$ cat config.mk
export PLATFORM = sky130hd
export DESIGN_NAME = fifo_rptr_empty
export DESIGN_NICKNAME = d
export VERILOG_FILES = /design/src/rtl/fifo_rptr_empty.sv
export SDC_FILE = /design/constraint.sdc
export NUM_CORES = 1
export LEC_CHECK = 0
export CORE_ASPECT_RATIO = 0.8
export CORE_MARGIN = 2
export CORE_UTILIZATION = 47
export CTS_CLUSTER_DIAMETER = 200
export DETAILED_ROUTE_END_ITERATION = 12
export HOLD_SLACK_MARGIN = 0.06
export PLACE_DENSITY = 0.76
export SETUP_SLACK_MARGIN = 0.05
export SYNTH_ARGS = -nofsm -noshare
export SYNTH_HDL_FRONTEND = slang
export SYNTH_SLANG_ARGS = --single-unit
$ cat constraint.sdc
create_clock -name i_r_clk -period 2.6 [get_ports i_r_clk]
set_input_delay 0.52 -clock i_r_clk [delete_from_list [all_inputs] [get_ports i_r_clk]]
set_output_delay 0.52 -clock i_r_clk [all_outputs]
set_load 0.02 [all_outputs]
$ cat src/rtl/fifo_rptr_empty.sv
// Read-side pointer and empty/level logic for the async FIFO.
// Brings the write Gray pointer into the read clock domain and derives the flags from it.
module fifo_rptr_empty #(
  parameter int ADDRESS         = 4,
  parameter int ALMOST_EMPTY_TH = 1
) (
  input  logic               i_r_clk,
  input  logic               i_r_rst,
  input  logic               i_r_inc,
  input  logic [ADDRESS-1:0] i_w_ptr_gray,
  output logic [ADDRESS-2:0] o_r_addr,
  output logic [ADDRESS-1:0] o_r_ptr,
  output logic               o_r_empty,
  output logic               o_r_almost_empty,
  output logic [ADDRESS-1:0] o_r_level
);

  localparam logic [ADDRESS-1:0] TH = ADDRESS'(ALMOST_EMPTY_TH);

  logic [ADDRESS-1:0] r_rq1;
  logic [ADDRESS-1:0] r_rq2;
  logic [ADDRESS-1:0] r_bin;

  logic               w_rd_en;
  logic [ADDRESS-1:0] w_bin_next;
  logic [ADDRESS-1:0] w_gray_next;
  logic [ADDRESS-1:0] w_wbin;
  logic [ADDRESS-1:0] w_diff;

  assign w_rd_en     = i_r_inc & ~o_r_empty;
  assign w_bin_next  = r_bin + {{(ADDRESS-1){1'b0}}, w_rd_en};
  assign w_gray_next = w_bin_next ^ (w_bin_next >> 1);
  assign w_diff      = w_wbin - w_bin_next;
  assign o_r_addr    = r_bin[ADDRESS-2:0];

  // Gray-to-binary: each bit is the XOR of itself and every bit above it.
  always_comb begin
    w_wbin = '0;
    for (int i = 0; i < ADDRESS; i++) begin
      w_wbin[i] = ^(r_rq2 >> i);
    end
  end

  always_ff @(posedge i_r_clk) begin
    if (i_r_rst) begin
      r_rq1 <= '0;
      r_rq2 <= '0;
    end else begin
      r_rq1 <= i_w_ptr_gray;
      r_rq2 <= r_rq1;
    end
  end

  // Flags use the already-advanced pointer, so a draining read asserts empty on its own edge.
  always_ff @(posedge i_r_clk) begin
    if (i_r_rst) begin
      r_bin            <= '0;
      o_r_ptr          <= '0;
      o_r_empty        <= 1'b1;
      o_r_almost_empty <= 1'b1;
      o_r_level        <= '0;
    end else begin
      r_bin            <= w_bin_next;
      o_r_ptr          <= w_gray_next;
      o_r_empty        <= (w_gray_next == r_rq2);
      o_r_almost_empty <= (w_diff <= TH);
      o_r_level        <= w_diff;
    end
  end

endmodule

==> flow_summary.ini <==
[outcome]
run_status = finished clean

[synth]
yosys_reg_bits = 21
synth_top_family_by_area = XOR/XNOR gates
post_synth_mux_area_share_pct = 0
synthesized_area_fraction_occupied_by_ao_oa_aoi_and_oai_cells_pct = 5.01
synth_area_in_adders_pct = 8.70
synth-simple-area-share_pct = 16.4
synth_largest_type_area_fraction_pct = 49.6
count_of_mapped_cells_out_of_synthesis = 81
ys_top_cells_by_area = sky130_fd_sc_hd__dfxtp_1, sky130_fd_sc_hd__xnor2_1, sky130_fd_sc_hd__nor2b_1
synth_top_cell_by_area = sky130_fd_sc_hd__dfxtp_1
net_count_of_the_mapped_netlist = 93
yosys.area_share.xor_xnor_pct = 17.3
ys.warnings.count = 0
postSynthAreaPerCell_sq_um = 10.5
area_of_the_mapped_netlist_sq_um = 848
synth.distinct_cells = 20
synth_seq_area_share_pct = 49.6

[final_layout]
drive_gt1_share_pct = 9.52
layout_common_cells = sky130_fd_sc_hd__dfxtp_1, sky130_fd_sc_hd__clkdlybuf4s50_1, sky130_fd_sc_hd__nor2b_1
nNetsFinal = 118
fillers = 143
final_area_sq_mm = 0.00111
register_area_sq_um = 420
syn_to_final_growth_pct = 31.0
antenna_cells_inserted = 0
multi_input_area_sq_um = 402
final_cells = 127
layout.cells.most_common = sky130_fd_sc_hd__dfxtp_1

[clock_tree]
cts_tree = done
ctsHoldBuffers = 0
clock_sinks = 21
cts_setup_buffers = 0
clock_latency_ns = 0.29
clk_pin_slew_ns = 0.11
clock_tree.root_cell = sky130_fd_sc_hd__clkbuf_4
largest_buffer_count_on_any_clock_path = 2
cts_made_buffers = 3
cts_resized = 0
htreeDepth = 1

[route]
detail_route.vias_per_cell = 4.63
postRouteWirelength_mm = 1.29
post_dr_wirelength_cell_um = 10.1
drt_first_pass_iters = 2
met1_wire_length_um = 618
topRoutingLayerUsed = met4
routed-via-count = 588
route.detailed.drc = 0
routed-wl-met2_um = 563
route.met3.wl_um = 60
detail-route-antenna-nets = 0
detail_route.iter0.violations = 4

[sta]
unrepaired_setup_endpoints_after_global_routing = no
setup_violations = 0
max-slew-margin-rel_pct = 78.5
finalSetupTns_ns = 0
timing.fmax_mhz = 431
finalWorstPathRequiredPeriod_ns = 2.32
slew_viol_final = 0
worstMarginPinSlew_ns = 0.322
finalCritPeriodShare_pct = 89.2
report.final.hold_viol_count = 0
max_clock_skew_ns = 0.00265

[worst_setup_path]
worst_r2r_startpoint = r_rq2[3]
cp_max_fo = 3
cp-startpoint = i_r_inc
worst-endpoint-arrival_ns = 2.52
cp-end-kind = register
kind_of_start_point_of_the_critical_path = input port
cp_data_required_time_ns = 2.80
critical_path_class = input port to register

[global_route]
groute.usage.overall_pct = 14.1
initial_antenna_violation_count = 0
via_count_of_the_first_global_routing_pass = 522
grt_pass1_wl_mm = 2.24
globalRoute.totalOverflow = 0
grt_max_degree = 12

[pwr]
vdd_drop_max_v = 0.000385
power.density_cell_area_mw_per_mm2 = 608
leakagePower_nw = 0.473
design_power_total_w = 0.000675

[place]
dp.cells = 123
post_dp_cell_area_sq_mm = 0.00108
port-buffer-count = 19
globalplace.congestion = 0.810
detailed_place_hpwl_mm = 1.02

[floorplan]
fp.dieH_um = 42
num_io_pins = 20
die_x_um = 51.5
core_area_sq_mm = 0.00166
die_area_sq_mm = 0.00216
fp-row-count = 13
starting_utilization_of_the_core_area_pct = 51.1

[min_path]
timing.hold.worst.class = register to register
hold_path.startpoint = r_rq1[3]

[run]
max-cap-violations = 0
==> layout make-up <==
type	count	share of cell area [%]
Sequential cell	21	37.8
Multi-Input combinational cell	53	36.1
Timing Repair Buffer	23	19.8
Tap cell	22	2.48
Clock buffer	4	2.36
Inverter	4	1.35
==> registers in the layout, indices dropped and copies added, names as in the netlist <==
name              cells
r_rq2                 4
o_r_level             4
o_r_ptr               4
r_rq1                 4
r_bin                 3
o_r_empty             1
o_r_almost_empty      1
==> synthesized netlist by cell type (all sizes together) <==
master and number:
nor2 10, a31o 1, and2 2, and3 1
nand2 1, nor2b 11, xnor3 1, o21bai 1
clkbuf 3, nor3 1, a21boi 1, o21a 1
ha 5, dfxtp 21, xnor2 8, nand3 1
inv 4, xor2 6, o211ai 1, maj3 1
==> kinds of logic (layout without fill, tap and decap cells) <==
kind of cell / Yosys count / count (layout)
compound gates: 5 / 5
flops: 21 / 21
fa+ha+maj: 6 / 6
simple gates: 27 / 27
buf+inv: 7 / 31
xor+xnor: 15 / 15
==> through the flow <==
stage	hold slack, ns	utilization [%]	setup WS (ns)
floorplan	0.414	-	0.320
global placement	0.417	65.4	0.0338
detailed placement	0.425	65.4	-0.0188
CTS	0.451	67.0	0.294
global route	0.465	67.0	0.202
finish	0.446	67.0	0.281
==> worst max-delay path, stage by stage <==
cell                              delay, ns
sky130_fd_sc_hd__clkdlybuf4s50_1       0.39
sky130_fd_sc_hd__nor2b_1               0.13
sky130_fd_sc_hd__ha_1                  0.21
sky130_fd_sc_hd__ha_1                  0.22
sky130_fd_sc_hd__xnor2_1               0.24
sky130_fd_sc_hd__ha_1                  0.27
sky130_fd_sc_hd__inv_1                 0.09
sky130_fd_sc_hd__o21bai_2              0.08
sky130_fd_sc_hd__xnor2_1               0.14
sky130_fd_sc_hd__a31o_1                0.22
==> power by group <==
part	total, W	switching (W)	internal [W]	leakage (nW)
Clock	0.000149	0.0000897	0.0000597	0.0150
Sequential	0.000358	0.0000101	0.000348	0.173
Combinational	0.000168	0.0000790	0.0000888	0.285
==> path summary, 6_finish.rpt <==
check / cells past startpoint / endpoint / slack, ns
hold / removal: 1 / r_rq2[3] / 0.45
hold reg to reg: 1 / r_rq2[3] / 0.45
setup / recovery: 10 / o_r_almost_empty / 0.28
setup reg to reg: 7 / o_r_almost_empty / 0.51
==> routing by layer <==
layer  vias to the layer above  GRT usage [%]
met1                       266           17.7
met5                         -              0
met2                        15           21.3
met4                         0           9.47
li1                        303              -
met3                         4           3.21
No activity file was read; power rests on OpenSTA's default activity.
